==> src/rtl/roulette_spin_ctrl.sv <==
// roulette_spin_ctrl
//   Palette-cycling animation controller for the roulette wheel sprite. A band
//   of CYC_LEN palette indices starting at CYC_BASE is rotated by a spin
//   offset. A start / decelerate / stop FSM advances the offset, paced by
//   the per-frame tick.
//
// Ports
//   Clk            in   system/pixel clock
//   Reset          in   synchronous, active-high
//   frame_tick     in   one-Clk pulse per video frame
//   start          in   spin request (honoured only in IDLE)
//   pix_index_in   in   4-bit palette index from the sprite ROM
//   pix_index_out  out  remapped palette index, registered (1 Clk latency)
//   busy           out  high while spinning
//   done           out  one-Clk pulse when the spin ends
//   result         out  current spin offset, stable whenever busy=0
module roulette_spin_ctrl #(
   parameter int CYC_BASE        = 11,
   parameter int CYC_LEN         = 4,
   parameter int INIT_DELAY      = 1,
   parameter int MAX_DELAY       = 8,
   parameter int STEPS_PER_DELAY = 4
) (
   input  logic                       Clk,
   input  logic                       Reset,
   input  logic                       frame_tick,
   input  logic                       start,
   input  logic [3:0]                 pix_index_in,
   output logic [3:0]                 pix_index_out,
   output logic                       busy,
   output logic                       done,
   output logic [$clog2(CYC_LEN)-1:0] result
);

   localparam int               OFF_W     = $clog2(CYC_LEN);
   localparam logic [3:0]       BASE4     = 4'(CYC_BASE);
   localparam logic [3:0]       MASK4     = 4'(CYC_LEN - 1);
   localparam logic [4:0]       BAND_END5 = 5'(CYC_BASE + CYC_LEN);
   localparam logic [3:0]       INIT_D4   = 4'(INIT_DELAY);
   localparam logic [3:0]       MAX_D4    = 4'(MAX_DELAY);
   localparam logic [4:0]       SPD5      = 5'(STEPS_PER_DELAY);
   localparam logic [OFF_W-1:0] OFF_ONE   = OFF_W'(1);

   typedef enum logic [1:0] {
      S_IDLE = 2'd0,
      S_SPIN = 2'd1,
      S_DONE = 2'd2
   } state_t;

   state_t             state_q, state_d;
   logic [7:0]         free_cnt_q;
   logic [OFF_W-1:0]   offset_q, offset_d;
   logic [OFF_W-1:0]   extra_q, extra_d;
   logic [3:0]         delay_q, delay_d;
   logic [3:0]         wait_q, wait_d;
   logic [4:0]         step_q, step_d;
   logic [3:0]         pix_q;

   logic [4:0]         step_inc;
   logic [4:0]         quota;
   logic               last_level;
   logic               step_due;

   // Band-local rotation; the mask keeps the sum inside the band because
   // CYC_LEN is a power of two.
   function automatic logic [3:0] remap(input logic [3:0] idx, input logic [OFF_W-1:0] off);
      logic [3:0] rel;
      logic       in_band;
      rel     = (idx - BASE4 + 4'(off)) & MASK4;
      in_band = (idx >= BASE4) && ({1'b0, idx} < BAND_END5);
      remap   = in_band ? (BASE4 + rel) : idx;
   endfunction

   assign step_inc   = step_q + 5'd1;
   assign last_level = (delay_q == MAX_D4);
   // The random extra steps are only spent in the slowest level.
   assign quota      = last_level ? (SPD5 + 5'(extra_q)) : SPD5;
   assign step_due   = (wait_q == (delay_q - 4'd1));

   // State and counter registers
   always_ff @(posedge Clk) begin
      if (Reset) begin
         state_q    <= S_IDLE;
         free_cnt_q <= 8'd0;
         offset_q   <= '0;
         extra_q    <= '0;
         delay_q    <= 4'd0;
         wait_q     <= 4'd0;
         step_q     <= 5'd0;
         pix_q      <= 4'd0;
      end else begin
         state_q    <= state_d;
         free_cnt_q <= free_cnt_q + 8'd1;
         offset_q   <= offset_d;
         extra_q    <= extra_d;
         delay_q    <= delay_d;
         wait_q     <= wait_d;
         step_q     <= step_d;
         pix_q      <= remap(pix_index_in, offset_q);
      end
   end

   // Next-state and counter update
   always_comb begin
      state_d  = state_q;
      offset_d = offset_q;
      extra_d  = extra_q;
      delay_d  = delay_q;
      wait_d   = wait_q;
      step_d   = step_q;
      case (state_q)
         S_IDLE: begin
            if (start) begin
               state_d = S_SPIN;
               delay_d = INIT_D4;
               wait_d  = 4'd0;
               step_d  = 5'd0;
               extra_d = free_cnt_q[OFF_W-1:0];
            end
         end
         S_SPIN: begin
            if (frame_tick) begin
               if (step_due) begin
                  wait_d   = 4'd0;
                  offset_d = offset_q + OFF_ONE;
                  if (step_inc == quota) begin
                     step_d = 5'd0;
                     if (last_level) begin
                        state_d = S_DONE;
                     end else begin
                        delay_d = delay_q + 4'd1;
                     end
                  end else begin
                     step_d = step_inc;
                  end
               end else begin
                  wait_d = wait_q + 4'd1;
               end
            end
         end
         S_DONE:  state_d = S_IDLE;
         default: state_d = S_IDLE;
      endcase
   end

   // Outputs decoded from state
   always_comb begin
      busy = 1'b0;
      done = 1'b0;
      case (state_q)
         S_SPIN:  busy = 1'b1;
         S_DONE:  done = 1'b1;
         default: ;
      endcase
   end

   assign result        = offset_q;
   assign pix_index_out = pix_q;

endmodule

==> config.mk <==
export PLATFORM = sky130hd
export DESIGN_NAME = roulette_spin_ctrl
export DESIGN_NICKNAME = d
export VERILOG_FILES = /design/src/rtl/roulette_spin_ctrl.sv
export SDC_FILE = /design/constraint.sdc
export NUM_CORES = 1
export LEC_CHECK = 0
export ABC_AREA = 1
export CORE_MARGIN = 1
export CORE_UTILIZATION = 30
export DETAILED_ROUTE_END_ITERATION = 12
export GPL_ROUTABILITY_DRIVEN = 0
export HOLD_SLACK_MARGIN = 0.06
export PLACE_DENSITY = 0.52
export RECOVER_POWER = 25
export SYNTH_ARGS = -nofsm -noshare
export SYNTH_HDL_FRONTEND = slang
export SYNTH_SLANG_ARGS = --single-unit
==> constraint.sdc <==
create_clock -name Clk -period 1.83 [get_ports Clk]
set_input_delay 0.366 -clock Clk [delete_from_list [all_inputs] [get_ports Clk]]
set_output_delay 0.366 -clock Clk [all_outputs]
set_load 0.05 [all_outputs]
==> results_dict.tcl <==
set metrics [dict create \
    outcome "finished clean" \
    ios 16 \
    viasPerCell 4.52 \
    max_stage_delay_ns 0.79 \
    yosysUniqueCellTypes 26 \
    crit_family "buffers and inverters" \
    holdPathEnd "free_cnt_q[0]" \
    grt_overflow 0 \
    h-tree-depth 1 \
    grt_util_all_layers_pct 13.3 \
    drive_above_1_share_pct 18.0 \
    grt_pass1_vias 1254 \
    chipWidth_um 71.0 \
    root_buffer "clkbuf_8" \
    arrival_ns 1.39 \
    p_clk_share_pct 24.9 \
    clk_latency_ns 0.27 \
    start_util_pct 31.9 \
    r2r_cells 13 \
    pwr-share-seq_pct 44.3 \
    worstSetupPathType "reg -> out" \
    drv_cap 0 \
    cts_tree "yes" \
    clock_path_buffers 2 \
    cellLeakagePower_nw 0.786 \
    utilization_pct 40.1 \
    antenna_found_initial 0 \
    cts.sinks 25 \
    finalCriticalPeriod_ns 1.76 \
    r2r_end "delay_q[0]" \
    numCtsBuffers 3 \
    ir_drop_uv 265 \
    hold_depth 1 \
    drtAntennaViolNets 0 \
    diodes 0 \
    synth_fp_nets 219 \
    yosysSeqAreaShare_pct 35.1 \
    core_area_um2 4470 \
    io_buffers 15 \
    synth_area_per_cell_um2 6.99 \
    ys_ff_latch 25 \
    path_max_fanout 1 \
    reg2reg_slack_ns 0.16 \
    finalHoldViolCount 0 \
    syn_area_um2 1430 \
    via_count 1288 \
    crit_required_ns 1.46 \
    drcViolationCount 0 \
    slew_headroom_pct 60.9 \
    powerDensity_nw_per_um2 774 \
    die_h_um 71.0 \
    hp-start "free_cnt_q[0]" \
    tightest_slew_ns 0.590 \
    p_sw_mw 0.474 \
    synth.area.top_cells "dfxtp_1, nand2_1, inv_1" \
    drt_pass1_iterations 6 \
    start_kind "register" \
    power.total_mw 1.39 \
    syn_inst 204 \
    wl_per_cell_um 10.4 \
    ys.warnings.count 0 \
    finalCritPeriodShare_pct 96.1 \
    p_int_mw 0.914 \
    finalWirelength_um 2980 \
    crit_buf_inv 1 \
    skew_ns 0.00184 \
    setup_violations 0 \
    timing.rr.start "delay_q[1]" \
    grt_pass1_wl_um 5380 \
    rsz0062_at_grt "false" \
    min_path_type "reg -> reg" \
    nets 249 \
    drt_iter0_drc 58 \
    dpl.hpwl_um 2320 \
    crit_slowest_cell "clkdlybuf4s50_1" \
    yosysTopAreaCell "dfxtp_1" \
    rows 24 \
    grt_max_degree 16 \
    dieArea_um2 5030 \
    drv_slew 0 \
    p_sw_share_pct 34.1 \
    netlist.area_leader.share_pct 35.1 \
    clkTransAtPathRegs_ns 0.09 \
    pwr-share-comb_pct 30.8 \
    fmax_mhz 569 \
    critPathCaptureType "output pin" \
    area_growth_syn_to_layout_pct 25.8 \
    fillCellCount 475 \
    cp_cell_sequence "clkdlybuf4s50_1" \
]
==> Yosys cell counts <==
master	instances
nand2_1	38
inv_1	30
nor2_1	29
dfxtp_1	25
a21oi_1	12
nand3_1	12
o21ai_0	12
ha_1	7
nand2_2	6
nand4_1	6
xor2_1	4
nor3_1	3
xnor2_1	3
clkbuf_1	2
inv_2	2
nor2_2	2
nor2_4	2
a211oi_1	1
a22oi_1	1
buf_2	1
nand2_4	1
nand2_8	1
nand3b_1	1
nor2_8	1
o21bai_1	1
or2_2	1
==> layer usage <==
metal  global-route usage, %  share of wire, %
met5                       0                 0
met4                    4.67               1.1
met3                    1.71               2.4
met2                    22.1                45
met1                    17.7                51
==> repair_timing <==
action / 4_1_cts / 5_1_grt
hold buffers: 0 / 0
setup endpoints to repair: 0 / 16
resized for setup: 0 / 9
setup buffers: 0 / 0
endpoints found under the hold margin: 0 / 0
==> cells in the final DEF (no fill, tap or decap), types with 3 or more instances in the layout <==
cell type and n:
dfxtp_2 3, nor2_1 28, a21oi_1 12, nor2_2 3
ha_1 5, nand2_2 6, clkbuf_8 3, clkbuf_1 3
xnor2_1 3, nand4_1 6, xor2_1 4, nand3_1 12
nor3_1 3, buf_4 12, nand2_1 38, clkdlybuf4s50_1 10
inv_1 29, dfxtp_1 22, o21ai_0 12
==> through the flow <==
stage	cells	TNS (ns)	instance area [um2]	hold slack (ns)	setup slack [ns]
after detailed placement	281	-0.0525	1730	0.448	-0.0525
after global placement	281	-0.00274	1730	0.439	-0.00274
final	285	0	1790	0.466	0.0712
after floorplan	204	0	1430	0.426	0.156
after global routing	285	0	1790	0.524	0.00380
after CTS	285	0	1780	0.468	0.0184
==> flip-flops by register name (all words and copies together), names as in the netlist <==
signal	count
result	2
extra_q	2
state_q	2
pix_index_out	4
step_q	5
delay_q	4
free_cnt_q	2
wait_q	4
==> cells by family (layout without fill, tap and decap cells) <==
group	Yosys count	after routing	synth area share, %
XOR/XNOR	7	7	4.30
flip-flops	25	25	35.1
AND/OR/NAND/NOR	103	103	35.2
AO/OA/AOI/OAI	27	27	10.0
adder cells (fa/ha/maj)	7	7	6.14
buffers and inverters	35	64	9.30
==> power groups by stage <==
| stage | Clock [mW] | Sequential, mW | Combinational [mW] |
|---|---|---|---|
| 5_1_grt | 0.379 | 0.622 | 0.485 |
| 3_3_place_gp | 0 | 0.626 | 0.414 |
| 4_1_cts | 0.366 | 0.614 | 0.418 |
| 6_report | 0.346 | 0.615 | 0.427 |
| 2_1_floorplan | 0 | 0.643 | 0.263 |
| 3_5_place_dp | 0 | 0.626 | 0.416 |
==> layout make-up <==
class | instances | area [um2] | area share (%)
Inverter | 32 | 123 | 6.83
Multi-Input combinational cell | 144 | 815 | 45.4
Timing Repair Buffer | 28 | 239 | 13.3
Sequential cell | 25 | 504 | 28.1
Tap cell | 52 | 65.1 | 3.63
Clock buffer | 3 | 41.3 | 2.30
Clock inverter | 1 | 7.51 | 0.418
==> worst max path at each step <==
stage                           startpoint  cells after the start                to
after floorplan                  result[0]                      6  pix_index_out[1]
after global placement               start                     10        delay_q[3]
after detailed placement   pix_index_in[0]                      7  pix_index_out[1]
after CTS                       delay_q[0]                     11         result[1]
after global routing            delay_q[1]                     15        delay_q[2]
final                     pix_index_out[2]                      1  pix_index_out[2]
(Power assumes the default switching activity.)
